$ cat src/rtl/matrix_spi_rx.sv
// matrix_spi_rx: oversampling decoder for the LED matrix SPI + column shift-register bus; MATRIX_SPI_RX_TIMEOUT_EN adds a partial-word idle timeout
module matrix_spi_rx #(
  parameter int CHANNEL_NUMBER = 3,
  parameter int SPI_SIZE       = 24,
  parameter int SHIFT_WIDTH    = 16,
  parameter int TIMEOUT_CYCLES = 256
) (
  input  logic                           I_clk,
  input  logic                           I_rst_n,
  input  logic                           I_spi_clk,
  input  logic [CHANNEL_NUMBER-1:0]      I_spi_mosi,
  input  logic                           I_ser_clk,
  input  logic                           I_ser_data,
  input  logic                           I_ser_stcp,
  input  logic                           I_ser_n_enable,
  output logic [SPI_SIZE-1:0]            O_words [CHANNEL_NUMBER],
  output logic                           O_word_valid,
  output logic [7:0]                     O_word_index,
  output logic [SHIFT_WIDTH-1:0]         O_column,
  output logic [$clog2(SHIFT_WIDTH)-1:0] O_column_index,
  output logic                           O_column_valid,
  output logic                           O_new_image,
  output logic                           O_output_enabled,
  output logic                           O_frame_error
);
  localparam int N  = CHANNEL_NUMBER + 5;
  localparam int CW = $clog2(SPI_SIZE + 1);
  localparam int IW = $clog2(SHIFT_WIDTH);
  localparam int SPI = CHANNEL_NUMBER;
  localparam int SCK = CHANNEL_NUMBER + 1;
  localparam int SDA = CHANNEL_NUMBER + 2;
  localparam int STC = CHANNEL_NUMBER + 3;
  localparam int NEN = CHANNEL_NUMBER + 4;
  localparam logic [N-1:0] RST_V = {1'b1, {(N-1){1'b0}}};
  logic [N-1:0] s1, s2;
  logic [3:0] s3;
  logic [2:0] cur, rise;
  logic [SPI_SIZE-1:0] sh [CHANNEL_NUMBER];
  logic [CW-1:0] bit_cnt;
  logic [SHIFT_WIDTH-1:0] col_sh, col_pend;
  logic latch_q, word_done, one_hot, timeout_fire;
  logic [IW-1:0] idx;
  assign cur = {s2[STC], s2[SCK], s2[SPI]};
  assign rise = cur & ~s3[2:0];
  assign word_done = bit_cnt == CW'(SPI_SIZE);
  assign one_hot = col_pend != '0 && (col_pend & (col_pend - 1'b1)) == '0;
  always_comb begin
    idx = '0;
    for (int i = SHIFT_WIDTH - 1; i >= 0; i--)
      if (col_pend[i]) idx = IW'(i);
  end
  // the store clock snapshots col_sh in the detect cycle, ahead of any concurrent shift
  always_ff @(posedge I_clk) begin
    if (!I_rst_n) begin
      s1 <= RST_V;
      s2 <= RST_V;
      s3 <= 4'b1000;
      for (int c = 0; c < CHANNEL_NUMBER; c++) begin
        sh[c] <= '0;
        O_words[c] <= '0;
      end
      bit_cnt <= '0;
      col_sh <= '0;
      col_pend <= '0;
      latch_q <= 1'b0;
      O_word_valid <= 1'b0;
      O_word_index <= '0;
      O_column <= '0;
      O_column_index <= '0;
      O_column_valid <= 1'b0;
      O_new_image <= 1'b0;
      O_output_enabled <= 1'b0;
    end else begin
      s1 <= {I_ser_n_enable, I_ser_stcp, I_ser_data, I_ser_clk, I_spi_clk, I_spi_mosi};
      s2 <= s1;
      s3 <= {s2[NEN], cur};
      for (int c = 0; c < CHANNEL_NUMBER; c++) begin
        if (rise[0]) sh[c] <= {sh[c][SPI_SIZE-2:0], s2[c]};
        if (word_done) O_words[c] <= sh[c];
      end
      bit_cnt <= timeout_fire ? '0 : (word_done ? '0 : bit_cnt) + CW'(rise[0]);
      O_word_valid <= word_done;
      if (rise[1]) col_sh <= {col_sh[SHIFT_WIDTH-2:0], s2[SDA]};
      latch_q <= rise[2];
      if (rise[2]) col_pend <= col_sh;
      if (latch_q) begin
        O_column <= col_pend;
        O_column_index <= idx;
        O_column_valid <= one_hot;
      end
      O_new_image <= latch_q && col_pend == SHIFT_WIDTH'(1);
      O_word_index <= latch_q ? 8'(word_done) :
                      (word_done && O_word_index != 8'hff) ? O_word_index + 8'd1 : O_word_index;
      O_output_enabled <= ~s3[3];
    end
  end
`ifdef MATRIX_SPI_RX_TIMEOUT_EN
  localparam int TW = $clog2(TIMEOUT_CYCLES + 1);
  logic [TW-1:0] idle;
  logic spi_edge;
  assign spi_edge = cur[0] ^ s3[0];
  assign timeout_fire = bit_cnt != '0 && !spi_edge && idle == TW'(TIMEOUT_CYCLES - 1);
  always_ff @(posedge I_clk) begin
    if (!I_rst_n) begin
      idle <= '0;
      O_frame_error <= 1'b0;
    end else begin
      idle <= (bit_cnt == '0 || spi_edge || timeout_fire) ? '0 : idle + 1'b1;
      O_frame_error <= timeout_fire;
    end
  end
`else
  assign timeout_fire = 1'b0;
  assign O_frame_error = 1'b0;
`endif
endmodule

$ cat config.mk
export PLATFORM = sky130hd
export DESIGN_NAME = matrix_spi_rx
export DESIGN_NICKNAME = d
export VERILOG_FILES = /design/src/rtl/matrix_spi_rx.sv
export SDC_FILE = /design/constraint.sdc
export NUM_CORES = 1
export LEC_CHECK = 0
export CELL_PAD_IN_SITES_DETAIL_PLACEMENT = 0
export CELL_PAD_IN_SITES_GLOBAL_PLACEMENT = 1
export CORE_ASPECT_RATIO = 0.8
export CORE_MARGIN = 5
export CORE_UTILIZATION = 35
export DETAILED_ROUTE_END_ITERATION = 8
export GPL_ROUTABILITY_DRIVEN = 0
export GPL_TIMING_DRIVEN = 0
export PLACE_DENSITY = 0.69
export SKIP_CTS_REPAIR_TIMING = 1
export SYNTH_ARGS = -nofsm -noshare
export SYNTH_HDL_FRONTEND = slang
export SYNTH_SLANG_ARGS = --single-unit
$ cat constraint.sdc
create_clock -name I_clk -period 2.7 [get_ports I_clk]
set_input_delay 0.675 -clock I_clk [delete_from_list [all_inputs] [get_ports I_clk]]
set_output_delay 0.675 -clock I_clk [all_outputs]
set_load 0.005 [all_outputs]
==> report_table.html, run 1 <==
<table>
<tr><th>Metric</th><th>Value</th></tr>
<tr><th colspan="2">Clocking</th></tr>
<tr><td>CTS root buf</td><td>sky130_fd_sc_hd__clkbuf_16</td></tr>
<tr><td>Clock tree from TritonCTS</td><td>done</td></tr>
<tr><td>Maximum level of the CTS H-tree</td><td>1</td></tr>
<tr><td>TritonCTS buffer count</td><td>25</td></tr>
<tr><td>Clock tree buffer depth</td><td>3</td></tr>
<tr><td>Total number of clock tree sinks</td><td>234</td></tr>
<tr><td>Clock-pin slew reported for the worst setup and hold paths after clock tree synthesis</td><td>60 ps</td></tr>
<tr><td>Clock latency reported for the late side of the worst-skew pair</td><td>510 ps</td></tr>
<tr><th colspan="2">Synthesis</th></tr>
<tr><td>Post-synth ARST share</td><td>0%</td></tr>
<tr><td>Register bit count reported by yosys</td><td>234</td></tr>
<tr><td>Count of flip-flops with a built-in enable after synthesis</td><td>72</td></tr>
<tr><td>Syn. warnings</td><td>0</td></tr>
<tr><td>Sequential element share of the synthesized area</td><td>60.3%</td></tr>
<tr><td>Post-Synthesis Net Count</td><td>884</td></tr>
<tr><td>Syn avg cell area</td><td>10.3 um^2</td></tr>
<tr><td>Count of mapped cells out of synthesis</td><td>871</td></tr>
<tr><td>Number of distinct library cells after synthesis</td><td>52</td></tr>
<tr><td>Primary flip-flop cell chosen by synthesis mapping</td><td>sky130_fd_sc_hd__dfxtp_1</td></tr>
<tr><td>Synth Cell Area</td><td>8960 um^2</td></tr>
<tr><th colspan="2">Floorplanning</th></tr>
<tr><td>Initial core utilization</td><td>35.5%</td></tr>
<tr><td>Core region area</td><td>25,200 um^2</td></tr>
<tr><td>Placement Rows</td><td>52</td></tr>
<tr><td>Die Outline Area</td><td>28,900 um^2</td></tr>
<tr><td>Die width</td><td>189 um</td></tr>
<tr><td>IO Pins</td><td>115</td></tr>
<tr><td>Die height</td><td>153 um</td></tr>
<tr><th colspan="2">Timing</th></tr>
<tr><td>Post-route worst hold slack</td><td>386 ps</td></tr>
<tr><td>Highest clock frequency the design can meet</td><td>455 MHz</td></tr>
<tr><td>Total count of max-transition violations in the final report</td><td>0</td></tr>
<tr><td>Setup clock skew after layout</td><td>8.79 ps</td></tr>
<tr><td>Final setup viols</td><td>0</td></tr>
<tr><td>Period utilisation layout</td><td>81.3%</td></tr>
<tr><td>Final worst slack</td><td>504 ps</td></tr>
<tr><td>Setup repair after global routing missed its margin</td><td>no</td></tr>
<tr><td>Final Critical Period</td><td>2200 ps</td></tr>
<tr><td>Relative slew slack</td><td>46.1%</td></tr>
<tr><td>Transition time of the tightest slew-check pin</td><td>809 ps</td></tr>
<tr><td>Final hold violation count</td><td>0</td></tr>
<tr><th colspan="2">Worst setup path</th></tr>
<tr><td>R2R setup slack</td><td>750 ps</td></tr>
<tr><td>CP bufs+invs</td><td>1</td></tr>
<tr><td>Critical path type</td><td>reg -&gt; out</td></tr>
<tr><td>Crit path largest cell delay</td><td>560 ps</td></tr>
<tr><td>Type of element capturing the critical path</td><td>output pin</td></tr>
<tr><td>Max stage delay cell, worst path</td><td>sky130_fd_sc_hd__clkdlybuf4s50_1</td></tr>
<tr><td>Critical path data arrival time</td><td>1520 ps</td></tr>
<tr><td>Max Fanout on Critical Path</td><td>5</td></tr>
<tr><td>Delay-heaviest family, CP</td><td>buffers and inverters</td></tr>
<tr><td>Cells traversed along the worst timing path</td><td>clkdlybuf4s50_1</td></tr>
<tr><td>Type of origin of the critical path</td><td>flip-flop</td></tr>
<tr><td>Req. time, crit path</td><td>2030 ps</td></tr>
<tr><th colspan="2">Layout</th></tr>
<tr><td>Leading cell types in the layout, fill and taps excluded</td><td>sky130_fd_sc_hd__nand2_1 (222), sky130_fd_sc_hd__dfxtp_1 (162), sky130_fd_sc_hd__clkdlybuf4s50_1 (113), sky130_fd_sc_hd__a21boi_0 (108), sky130_fd_sc_hd__and3_1 (73)</td></tr>
<tr><td>Register area</td><td>5410 um^2</td></tr>
<tr><td>Net count reported at finish</td><td>1,025</td></tr>
<tr><td># diodes</td><td>0</td></tr>
<tr><td>Layout overhead on the synthesized area</td><td>26.6%</td></tr>
<tr><td>Share of final-layout standard cells stronger than drive strength 1</td><td>5.82%</td></tr>
<tr><td>Filler cells</td><td>2,445</td></tr>
<tr><td>Total area of multi-input combinational cells</td><td>3230 um^2</td></tr>
<tr><td>Most frequent standard cell in the layout excluding fill and tap cells</td><td>sky130_fd_sc_hd__nand2_1</td></tr>
<tr><th colspan="2">GRT</th></tr>
<tr><td>Wire length of the first global-routing pass</td><td>34,600 um</td></tr>
<tr><td>Via count of the first global-routing pass</td><td>6,258</td></tr>
<tr><td>Pin count of the biggest net entering global routing</td><td>70</td></tr>
<tr><td>Sum of overflow across all layers after global routing</td><td>0</td></tr>
<tr><td>Antenna violations before repair</td><td>0</td></tr>
<tr><td>Total routing resource utilization after global routing</td><td>14.5%</td></tr>
<tr><th colspan="2">Drt</th></tr>
<tr><td>Router iterations before antenna repair</td><td>4</td></tr>
<tr><td>Number of vias after detailed routing</td><td>6,323</td></tr>
<tr><td>DRC</td><td>0</td></tr>
<tr><td>DRT Wirelength</td><td>21,200 um</td></tr>
<tr><td>Via/cell ratio</td><td>4.67</td></tr>
<tr><td>1st-iter DRT viols</td><td>343</td></tr>
<tr><td>Antenna-violating nets left</td><td>0</td></tr>
<tr><td>WL/cell</td><td>15.6 um</td></tr>
<tr><th colspan="2">Pwr</th></tr>
<tr><td>Power per Cell Area</td><td>639 nW/um^2</td></tr>
<tr><td>Net Switching</td><td>1.52 mW</td></tr>
<tr><td>Cell-internal power</td><td>5.73 mW</td></tr>
<tr><td>Worst VDD drop</td><td>403 uV</td></tr>
<tr><td>Switching Fraction</td><td>20.9%</td></tr>
<tr><td>Gate power share</td><td>2.8%</td></tr>
<tr><td>Leakage power total</td><td>4.09 nW</td></tr>
<tr><td>Clock power frac</td><td>45.8%</td></tr>
<tr><td>Sequential Power Share</td><td>51.5%</td></tr>
<tr><th colspan="2">Job</th></tr>
<tr><td>Max-cap viol count</td><td>0</td></tr>
<tr><th colspan="2">Placement</th></tr>
<tr><td>Post-placement worst setup slack</td><td>-44.0 ps</td></tr>
<tr><td>Count of input and output buffers</td><td>113</td></tr>
<tr><td>HPWL after DPL</td><td>14,800 um</td></tr>
<tr><th colspan="2">Min path</th></tr>
<tr><td>Hold WC Path Type</td><td>reg -&gt; reg</td></tr>
<tr><th colspan="2">Run status</th></tr>
<tr><td>Outcome</td><td>finished, final reports clean</td></tr>
</table>
[sequential cells by signal, summed over array words and instances (netlist names)]
| signal | count |
|---|---|
| bit_cnt | 5 |
| s2 | 8 |
| O_column_valid | 1 |
| O_new_image | 1 |
| col_sh | 16 |
| sh | 72 |
| s1 | 8 |
| O_column | 16 |
| col_pend | 16 |
| O_words | 72 |
| O_column_index | 4 |
| O_word_valid | 1 |
| O_word_index | 8 |
| s3 | 4 |
| O_output_enabled | 1 |
| latch_q | 1 |
[worst paths after layout]
| check | cells after the start | endpoint | startpoint |
|---|---|---|---|
| min | 1 | O_output_enabled | s3[3] |
| min reg2reg | 1 | O_output_enabled | s3[3] |
| max reg2reg | 7 | O_words[30] | bit_cnt[1] |
| max | 1 | O_word_index[0] | O_word_index[0] |
[per-stage QoR]
stage / std cells / setup TNS (ps) / util (%) / power [mW] / instance area (um^2)
finish: 1355 / 0 / 44.9 / 7.24 / 11300
CTS: 1355 / 0 / 44.9 / 7.34 / 11300
global route: 1355 / 0 / 44.9 / 7.51 / 11300
detailed placement: 1309 / -115 / 41.7 / 4.01 / 10500
global placement: 1308 / -31770 / 41.6 / 4.00 / 10500
floorplan: 871 / 0 / - / 3.92 / 8970
[synth_stat cells, types with 3 or more instances]
cell type / count / share of area, %
sky130_fd_sc_hd__edfxtp_1: 72 / 24
sky130_fd_sc_hd__nor2_1: 16 / 0.67
sky130_fd_sc_hd__dfxtp_1: 162 / 36
sky130_fd_sc_hd__nand3_1: 8 / 0.45
sky130_fd_sc_hd__a21oi_1: 11 / 0.61
sky130_fd_sc_hd__a21boi_0: 108 / 9.0
sky130_fd_sc_hd__o21ai_0: 6 / 0.34
sky130_fd_sc_hd__buf_1: 6 / 0.25
sky130_fd_sc_hd__nor2b_1: 23 / 1.6
sky130_fd_sc_hd__and2_1: 22 / 1.5
sky130_fd_sc_hd__mux2i_1: 17 / 1.9
sky130_fd_sc_hd__and3_1: 73 / 5.1
sky130_fd_sc_hd__nand2b_1: 7 / 0.49
sky130_fd_sc_hd__o31ai_1: 3 / 0.25
sky130_fd_sc_hd__inv_1: 8 / 0.34
sky130_fd_sc_hd__xor2_1: 5 / 0.49
sky130_fd_sc_hd__nand2_1: 222 / 9.3
sky130_fd_sc_hd__nor3_1: 4 / 0.22
sky130_fd_sc_hd__ha_1: 3 / 0.42
sky130_fd_sc_hd__clkbuf_1: 55 / 2.3
[power groups by stage]
stage                     clock network, mW  logic (mW)  registers (mW)
after CTS                              3.41       0.206            3.73
final                                  3.32       0.202            3.73
after detailed placement                  0       0.206            3.80
after global placement                    0       0.198            3.81
after global routing                   3.55       0.225            3.73
after floorplan                           0       0.126            3.79
[area by class of cell]
type | instances | share of cell area [%]
clock inverter | 7 | 0.353
clock buffer | 39 | 6.78
sequential | 234 | 47.6
multi-input combinational | 559 | 28.4
tap | 324 | 3.57
timing repair buffer | 114 | 10.2
inverter | 8 | 0.265
buffer | 70 | 2.72
[cell families after synthesis]
logic type	Yosys count	synth area share [%]
multiplexers	17	1.90
AND/OR/NAND/NOR	392	21.2
XOR/XNOR	5	0.489
AO/OA/AOI/OAI	141	11.8
other	1	0.0418
buffers and inverters	78	3.78
adder cells (fa/ha/maj)	3	0.419
flip-flops	234	60.3
[metal layers]
metal / track usage, % / routed length [um] / vias up
li1: - / - / 3225
met1: 22.8 / 11200 / 2943
met2: 20.3 / 8440 / 125
met3: 3.21 / 1230 / 30
met4: 2.91 / 325 / 0
met5: 0 / 0 / -
Power figures use the tool's default switching activity.
==> run 2: changes to the inputs <==
- PLACE_DENSITY: 0.69 -> 0.67
- clock period: 2.7 -> 2.26 ns (I/O delays scaled with it)
==> run 2 against run 1 <==
Compared with the run above: critical path depth up 3; count of clock-buffer cells in the layout down 1; via count up 0.65%; clock skew up 17 ps; critical path type is now in -> reg; routed wire length up 1.1%; first-iteration DRC count down 18%; global-route usage about the same.
==> report_table.html, run 2 (synthesis results as in run 1) <==
<table>
<tr><th>Metric</th><th>Value</th></tr>
<tr><th colspan="2">GRT</th></tr>
<tr><td>Antenna violations before repair</td><td>0 (unchanged)</td></tr>
<tr><td>Pin count of the biggest net entering global routing</td><td>39 (-44%)</td></tr>
<tr><td>Wire length of the first global-routing pass</td><td>34,400 um (-0.46%)</td></tr>
<tr><td>Total routing resource utilization after global routing</td><td>14.5% (-0.043 points)</td></tr>
<tr><td>Via count of the first global-routing pass</td><td>6,140 (-1.9%)</td></tr>
<tr><td>Sum of overflow across all layers after global routing</td><td>0 (unchanged)</td></tr>
<tr><th colspan="2">Timing</th></tr>
<tr><td>Highest clock frequency the design can meet</td><td>479 MHz</td></tr>
<tr><td>Final hold violation count</td><td>0 (unchanged)</td></tr>
<tr><td>Final worst slack</td><td>173 ps (-331 ps)</td></tr>
<tr><td>Transition time of the tightest slew-check pin</td><td>776 ps (-33.2 ps)</td></tr>
<tr><td>Final setup viols</td><td>0 (unchanged)</td></tr>
<tr><td>Sum of negative setup slack</td><td>0 ps (unchanged)</td></tr>
<tr><td>Relative slew slack</td><td>48.3% (+2.2 points)</td></tr>
<tr><td>Post-route worst hold slack</td><td>383 ps (-2.60 ps)</td></tr>
<tr><td>Period utilisation layout</td><td>92.4%</td></tr>
<tr><td>Final Critical Period</td><td>2090 ps</td></tr>
<tr><td>Setup repair after global routing missed its margin</td><td>no</td></tr>
<tr><td>Total count of max-transition violations in the final report</td><td>0 (unchanged)</td></tr>
<tr><td>Setup clock skew after layout</td><td>25.5 ps (+16.8 ps)</td></tr>
<tr><th colspan="2">Layout</th></tr>
<tr><td>Filler cells</td><td>2,441 (-0.16%)</td></tr>
<tr><td>Net count reported at finish</td><td>1,026 (+0.098%)</td></tr>
<tr><td>Layout overhead on the synthesized area</td><td>26.4% (about the same)</td></tr>
<tr><td># diodes</td><td>0 (unchanged)</td></tr>
<tr><td>Most frequent standard cell in the layout excluding fill and tap cells</td><td>sky130_fd_sc_hd__nand2_1</td></tr>
<tr><td>Share of final-layout standard cells stronger than drive strength 1</td><td>5.62% (-0.20 points)</td></tr>
<tr><td>Largest registers in the final layout</td><td>O_words: 72 flops, sh: 72 flops</td></tr>
<tr><td>Leading cell types in the layout, fill and taps excluded</td><td>sky130_fd_sc_hd__nand2_1 (222), sky130_fd_sc_hd__dfxtp_1 (162), sky130_fd_sc_hd__clkdlybuf4s50_1 (113), sky130_fd_sc_hd__a21boi_0 (108), sky130_fd_sc_hd__and3_1 (73)</td></tr>
<tr><th colspan="2">Worst setup path</th></tr>
<tr><td>Req. time, crit path</td><td>2630 ps (+600 ps)</td></tr>
<tr><td>Max Fanout on Critical Path</td><td>10 (+5)</td></tr>
<tr><td>R2R setup slack</td><td>180 ps (-570 ps)</td></tr>
<tr><td>Critical path type</td><td>in -&gt; reg</td></tr>
<tr><td>Type of origin of the critical path</td><td>primary input</td></tr>
<tr><td>Type of element capturing the critical path</td><td>flip-flop</td></tr>
<tr><td>Critical path data arrival time</td><td>2460 ps (+940 ps)</td></tr>
<tr><th colspan="2">Clocking</th></tr>
<tr><td>Clock tree buffer depth</td><td>3 (unchanged)</td></tr>
<tr><td>Clock latency reported for the late side of the worst-skew pair</td><td>520 ps (about the same)</td></tr>
<tr><td>Clock tree from TritonCTS</td><td>done</td></tr>
<tr><td>CTS root buf</td><td>sky130_fd_sc_hd__clkbuf_16</td></tr>
<tr><td>Clock-pin slew reported for the worst setup and hold paths after clock tree synthesis</td><td>60 ps (about the same)</td></tr>
<tr><td>Maximum level of the CTS H-tree</td><td>1 (unchanged)</td></tr>
<tr><td>Total number of clock tree sinks</td><td>234 (unchanged)</td></tr>
<tr><td>TritonCTS buffer count</td><td>25 (unchanged)</td></tr>
<tr><th colspan="2">Drt</th></tr>
<tr><td>WL/cell</td><td>15.8 um (+0.99%)</td></tr>
<tr><td>Via/cell ratio</td><td>4.69 (+0.57%)</td></tr>
<tr><td>DRC</td><td>0 (unchanged)</td></tr>
<tr><td>Router iterations before antenna repair</td><td>4 (unchanged)</td></tr>
<tr><td>DRT Wirelength</td><td>21,400 um (+1.1%)</td></tr>
<tr><td>Antenna-violating nets left</td><td>0 (unchanged)</td></tr>
<tr><td>1st-iter DRT viols</td><td>282 (-18%)</td></tr>
<tr><td>Number of vias after detailed routing</td><td>6,364 (+0.65%)</td></tr>
<tr><th colspan="2">Pwr</th></tr>
<tr><td>Sequential Power Share</td><td>51.6% (about the same)</td></tr>
<tr><td>Worst VDD drop</td><td>433 uV (+7.5%)</td></tr>
<tr><td>Clock power frac</td><td>45.6% (-0.2 points)</td></tr>
<tr><td>Cell-internal power</td><td>6.83 mW (+19%)</td></tr>
<tr><td>Net Switching</td><td>1.79 mW (+18%)</td></tr>
<tr><td>Leakage power total</td><td>4.08 nW (-0.18%)</td></tr>
<tr><td>Switching Fraction</td><td>20.8% (-0.17 points)</td></tr>
<tr><td>Gate power share</td><td>2.8% (about the same)</td></tr>
<tr><td>Power per Cell Area</td><td>761 nW/um^2 (+19%)</td></tr>
<tr><th colspan="2">Placement</th></tr>
<tr><td>Count of input and output buffers</td><td>113 (unchanged)</td></tr>
<tr><td>Post-placement worst setup slack</td><td>-381 ps (-337 ps)</td></tr>
<tr><td>HPWL after DPL</td><td>14,700 um (-0.46%)</td></tr>
<tr><th colspan="2">Job</th></tr>
<tr><td>Max-cap viol count</td><td>0 (unchanged)</td></tr>
<tr><th colspan="2">Min path</th></tr>
<tr><td>Hold WC Path Type</td><td>reg -&gt; reg</td></tr>
<tr><th colspan="2">Run status</th></tr>
<tr><td>Outcome</td><td>finished, final reports clean</td></tr>
<tr><th colspan="2">Floorplanning</th></tr>
<tr><td>Die width</td><td>189 um (unchanged)</td></tr>
<tr><td>Core region area</td><td>25,200 um^2 (unchanged)</td></tr>
<tr><td>Die height</td><td>153 um (unchanged)</td></tr>
<tr><td>Initial core utilization</td><td>35.5% (unchanged)</td></tr>
<tr><td>Placement Rows</td><td>52 (unchanged)</td></tr>
<tr><td>IO Pins</td><td>115 (unchanged)</td></tr>
<tr><td>Die Outline Area</td><td>28,900 um^2 (unchanged)</td></tr>
</table>
## run 2: cell types whose count changed in the layout (fill, tap and decap cells not counted)
cell,previous run,this run
sky130_fd_sc_hd__clkbuf_8,9,5
sky130_fd_sc_hd__clkinvlp_4,1,0
sky130_fd_sc_hd__bufinv_16,0,1
sky130_fd_sc_hd__nand2b_2,0,1
sky130_fd_sc_hd__buf_16,1,0
sky130_fd_sc_hd__buf_12,0,1
sky130_fd_sc_hd__clkinv_4,0,1
sky130_fd_sc_hd__clkbuf_1,61,64
## run 2: critical path, stage by stage
cell	delay, ps
sky130_fd_sc_hd__clkdlybuf4s50_1	600
sky130_fd_sc_hd__clkbuf_1	500
sky130_fd_sc_hd__clkbuf_1	540
sky130_fd_sc_hd__and3_1	250
## run 2: path summary, 6_finish.rpt
kind,start,end,cells after the start
setup / recovery,I_rst_n,sh[0][48],4
hold / removal,s3[3],O_output_enabled,1
hold reg to reg,s3[3],O_output_enabled,1
setup reg to reg,s2[3],sh[0][51],4
## run 2: final cells by class
cell class,instances,area [um^2],share of cell area (%)
clock buffers,38,726,6.40
multi-input cells,560,3240,28.5
inverters,8,30.0,0.265
repair buffers,114,1150,10.2
flip-flops and latches,234,5410,47.7
well taps,324,405,3.58
plain buffers,70,309,2.73
clock inverters,8,71.3,0.629
## run 2: per-layer routing
metal	global-route usage [%]	wire length [um]	up-vias	part of all wire (%)
met3	3.37	1080	27	5.1
met2	19.8	8300	125	39
li1	-	-	3232	-
met4	3.12	429	0	2.0
met5	0	0	-	0
met1	23.0	11600	2980	54
## run 2: metrics by stage
stage	util (%)	power, mW	area [um^2]	instances
final	44.9	8.63	11300	1356
after global routing	44.9	8.94	11300	1356
after CTS	44.9	8.75	11300	1355
after detailed placement	41.7	4.79	10500	1309
after global placement	41.6	4.79	10500	1308
after floorplan	-	4.68	8970	871
## run 2: power groups by stage
stage               registers (mW)  logic [mW]  clock network [mW]
floorplan                     4.53       0.150                   0
global placement              4.55       0.238                   0
detailed placement            4.54       0.246                   0
CTS                           4.45       0.247                4.05
global route                  4.46       0.271                4.21
finish                        4.45       0.244                3.93
==> RTL change 1, RTL diff (config.mk and constraints of run 2) <==
Add a define of `MATRIX_SPI_RX_TIMEOUT_EN`.
--- a/src/rtl/matrix_spi_rx.sv
+++ b/src/rtl/matrix_spi_rx.sv
@@ -1,4 +1,6 @@
 // matrix_spi_rx: oversampling decoder for the LED matrix SPI + column shift-register bus; MATRIX_SPI_RX_TIMEOUT_EN adds a partial-word idle timeout
+`define MATRIX_SPI_RX_TIMEOUT_EN
+
 module matrix_spi_rx #(
   parameter int CHANNEL_NUMBER = 3,
   parameter int SPI_SIZE       = 24,
Function: same outputs for any inputs over 10 cycles, from zero or initial values and one cycle with I_rst_n low; that may be too few to reach the edited logic, so the function may still have changed.
==> RTL change 1 against run 2 <==
- sequential share of layout area grew 0.064 points
- wire length increased by 4.0%
- maximum frequency down 0.98%
- power is 3.0% higher
- cell area increased by 3.6%
- sequential cell count up 10
- utilization down 0.20 points
- first-iteration DRC count is 21% higher
- area after synthesis is 3.7% higher
- largest power group unchanged
- setup slack lost 0.021 ns
- largest cell class unchanged
- die area grew 3.5%
- global-route usage grew 0.097 points
==> RTL change 1: results (changes against run 2) <==
CRIT_FANOUT=8  # -2
MAXSLEWHEADROOM_PCT=51.4  # +3.1 points
SHARE_OF_CELLS_ABOVE_DRIVE_STRENGTH_1_PCT=5.02  # -0.60 points
YOSYS-MUX-AREA-FRACTION_PCT=2.05  # +0.15 points
GLOBAL_ROUTE_WIRE_LENGTH_BEFORE_REPAIR_UM=35400  # +2.8%
NUMBER_OF_NETS_IN_THE_SYNTHESIZED_NETLIST=929  # +5.1%
SHARE_OF_YOSYS_CELL_AREA_CLAIMED_BY_THE_TOP_AREA_CELL_TYPE_PCT=37.0  # +0.85 points
NUM-FILL-CELLS=2505  # +2.6%
CRITICAL_PATH.REG2REG.STARTPOINT='bit_cnt[2]$_SDFF_PP0_'
STATUS='finished, final reports clean'
POST_SYNTH_FA_HA_MAJ_AREA_FRACTION_PCT=1.13  # +0.71 points
YS_TYPES=49  # -5.8%
CPPEAKSTAGEDELAY_NS=0.56  # -0.04 ns
DP_HPWL_UM=15300  # +3.9%
VIA_PER_INST=4.67  # -0.55%
PLACED_AREA_UM2=10900  # +3.5%
DETAIL_ROUTE.WIRELENGTH_UM=22200  # +4.0%
SYNTH.AREA.TOP_CELLS='sky130_fd_sc_hd__dfxtp_1, sky130_fd_sc_hd__edfxtp_1, sky130_fd_sc_hd__nand2_1'
POWER.STATIC_LEAKAGE_nW=4.21  # +3.1%
YS_SEQ_AREA_SHARE_PCT=60.3  # about the same
GRT_MAX_DEGREE=73  # +87%
POSTLAYOUTCELLAREA_UM2=11700  # +3.6%
IR_WORST_VDD_uV=516  # +19%
SYNTH_XOR_AREA_SHARE_PCT=1.04  # +0.55 points
CTS_INSERTED_BUFFERS=26  # +4.0%
RTL change 1: changes by cell type after synthesis, moves of 4 or more:
cell | before | now
sky130_fd_sc_hd__nor4_1 | 1 | 7
sky130_fd_sc_hd__dfxtp_1 | 162 | 172
sky130_fd_sc_hd__clkbuf_1 | 55 | 62
sky130_fd_sc_hd__xnor2_1 | 0 | 6
sky130_fd_sc_hd__and3_1 | 73 | 77
sky130_fd_sc_hd__nor2_1 | 16 | 25
RTL change 1: report_power, final:
group	switching (mW)	leakage [nW]	total, mW	internal, mW
clock	1.65	0.395	4.00	2.35
sequential	0.0436	2.14	4.64	4.59
combinational	0.157	1.67	0.244	0.0867
total	1.85	4.21	8.88	7.03
RTL change 1: path summary, 6_finish.rpt:
check / slack [ns] / end
setup / recovery: 0.15 / O_word_index[3]
hold / removal: 0.40 / O_output_enabled$_SDFF_PN0_
setup reg to reg: 0.16 / O_word_index[7]$_SDFFE_PP0P_
hold reg to reg: 0.40 / O_output_enabled$_SDFF_PN0_
RTL change 1: routing by layer:
metal  up-vias  track usage, %  share of wire [%]
met1      3124            23.4                 55
met4         0            3.50                2.1
met2       128            20.2                 39
met5         -               0                  0
li1       3400               -                  -
met3        32            2.44                4.4
RTL change 1: kinds of logic after synthesis:
kind of cell               after synthesis
and+or+nand+nor                        411
adders and majority gates                9
DFF                                    244
muxes                                   19
xor gates and xnor gates                11
AOI/OAI and AO/OA                      142
buffers and inverters                   77
RTL change 1: layout make-up:
type / count / area (um^2) / area share, %
plain buffers: 70 / 284 / 2.42
clock buffers: 42 / 782 / 6.66
well taps: 357 / 447 / 3.81
flip-flops and latches: 244 / 5610 / 47.8
multi-input cells: 593 / 3430 / 29.2
repair buffers: 114 / 1140 / 9.72
clock inverters: 5 / 22.5 / 0.192
inverters: 7 / 26.3 / 0.224
==> RTL change 2, RTL diff (settings of run 2) <==
Without the edit above. Remove the register `O_word_valid`: a continuous assignment takes its place, so the output `O_word_valid` follows one clock earlier.
--- a/src/rtl/matrix_spi_rx.sv
+++ b/src/rtl/matrix_spi_rx.sv
@@ -63,7 +63,6 @@
       col_sh <= '0;
       col_pend <= '0;
       latch_q <= 1'b0;
-      O_word_valid <= 1'b0;
       O_word_index <= '0;
       O_column <= '0;
       O_column_index <= '0;
@@ -79,7 +78,6 @@
         if (word_done) O_words[c] <= sh[c];
       end
       bit_cnt <= timeout_fire ? '0 : (word_done ? '0 : bit_cnt) + CW'(rise[0]);
-      O_word_valid <= word_done;
       if (rise[1]) col_sh <= {col_sh[SHIFT_WIDTH-2:0], s2[SDA]};
       latch_q <= rise[2];
       if (rise[2]) col_pend <= col_sh;
@@ -94,6 +92,8 @@
       O_output_enabled <= ~s3[3];
     end
   end
+
+  assign O_word_valid = word_done;
 `ifdef MATRIX_SPI_RX_TIMEOUT_EN
   localparam int TW = $clog2(TIMEOUT_CYCLES + 1);
   logic [TW-1:0] idle;
Formal check against the unedited RTL: no difference found for any inputs over 10 cycles, from zero or initial values and one cycle with I_rst_n low; that may be too few to reach the edited logic, so the function may still have changed.
==> RTL change 2 against run 2 <==
- critical path depth unchanged
- wire length down 1.2%
- utilization is essentially flat
- sequential cell count down 1
- power increased by 0.97%
- area after synthesis down 0.96%
- setup slack worse by 0.034 ns
- final cell count is 0.52% lower
- cell area fell by 0.53%
- critical path type unchanged
- largest cell class unchanged
- highest routed layer unchanged
==> RTL change 2: results (changes against run 2) <==
GRT_MAX_DEGREE=73  # +87%
LAYOUT_SETUP_WS_NS=0.139  # -0.0338 ns
GLOBAL_ROUTE.USAGE.TOTAL_PCT=14.4  # -0.094 points
RR_ENDPOINT='O_column_valid$_SDFFE_PN0P_'
GRT_UTIL_MET1_PCT=22.4  # -0.61 points
DETAIL_ROUTE.WIRELENGTH_UM=21100  # -1.2%
NUMBER_OF_NETS_IN_THE_SYNTHESIZED_NETLIST=878  # -0.68%
POWER_REPORT.INTERNAL_TOTAL_mW=6.86  # +0.32%
CPPEAKSTAGEDELAY_NS=0.54  # -0.06 ns
WORST_HOLD_SLACK_NS=0.388  # +0.00529 ns
NUMBER_OF_STANDARD_CELLS_AFTER_SYNTHESIS=865  # -0.69%
REG2REG_DEPTH=6  # +2
STATUS='finished, final reports clean'
SYNTH_XOR_AREA_SHARE_PCT=0.789  # +0.30 points
GLOBAL_ROUTE_WIRE_LENGTH_BEFORE_REPAIR_UM=34300  # -0.48%
GRT_USE_MET3_PCT=3.00  # -0.37 points
PLACED_CELLS_INCL_TAPS=1302  # -0.53%
YS_SEQ_AREA_SHARE_PCT=60.7  # +0.36 points
CLOCKPOWERSHARE_PCT=46.3  # +0.7 points
PLACED_AREA_UM2=10400  # -1.0%
WL_MET2_UM=8580  # +3.4%
WORST_SLEW_PIN_SLEW_NS=0.769  # -0.00667 ns
ROUTED-VIA-COUNT=6339  # -0.39%
R2R_SETUP_SLACK_NS=0.29  # +0.11 ns
TOTAL_POWER_DIVIDED_BY_CELL_AREA_nW_PER_UM2=773  # +1.5%
YS_TYPES=55  # +5.8%
CRIT_FANOUT=36  # +26
YOSYS-TOP-CELLS-COUNT='sky130_fd_sc_hd__nand2_1, sky130_fd_sc_hd__dfxtp_1, sky130_fd_sc_hd__a21boi_1'
NUM-FILL-CELLS=2455  # +0.57%
NETS=1020  # -0.58%
CRITICAL_PATH_ARRIVAL_NS=2.26  # -0.20 ns
VIA_PER_INST=4.70  # +0.12%
ENDPOINT='sh[0][4]$_SDFFCE_PN0P_'
GLOBAL_ROUTE.USAGE.MET2_PCT=20.4  # +0.64 points
SYNTH.AREA.TOP_CELLS='sky130_fd_sc_hd__dfxtp_1, sky130_fd_sc_hd__edfxtp_1, sky130_fd_sc_hd__nand2_1'
IR_WORST_VDD_uV=472  # +8.9%
DETAIL_ROUTE.FIRST_PASS.ITERATIONS=5  # +1
ROUTE.LAYER.MET1.WL_UM=11200  # -3.6%
CRITICAL_PATH.REG2REG.STARTPOINT='col_pend[4]$_SDFFE_PN0P_'
MULTI_INPUT_COMB_AREA_UM2=3210  # -0.85%
YOSYS-MUX-AREA-FRACTION_PCT=1.80  # -0.094 points
DPL_WORST_SLACK_NS=-1.23  # -0.845 ns
POST_SYNTH_FA_HA_MAJ_AREA_FRACTION_PCT=0.536  # +0.12 points
==> RTL change 2: cell count changes after synthesis, moves of 4 or more <==
cell / delta
sky130_fd_sc_hd__a21boi_0: -108
sky130_fd_sc_hd__a21boi_1: +106
sky130_fd_sc_hd__buf_1: -4
sky130_fd_sc_hd__clkbuf_1: +6
sky130_fd_sc_hd__nand2_1: -4
==> RTL change 2: logic make-up (layout without fill, tap and decap cells) <==
| family | count (synthesis) | after routing |
|---|---|---|
| AOI/OAI and AO/OA | 140 | 140 |
| adders and majority gates | 4 | 4 |
| and+or+nand+nor | 386 | 387 |
| buffers and inverters | 77 | 236 |
| other | 1 | 1 |
| xor gates and xnor gates | 8 | 8 |
| DFF | 233 | 233 |
| muxes | 16 | 16 |
==> RTL change 2: cell type report <==
type | instances | share of cell area [%]
buffer | 68 | 2.49
clock buffer | 35 | 6.50
clock inverter | 10 | 0.733
inverter | 8 | 0.266
multi-input combinational | 556 | 28.5
sequential | 233 | 47.8
tap | 324 | 3.60
timing repair buffer | 115 | 10.2
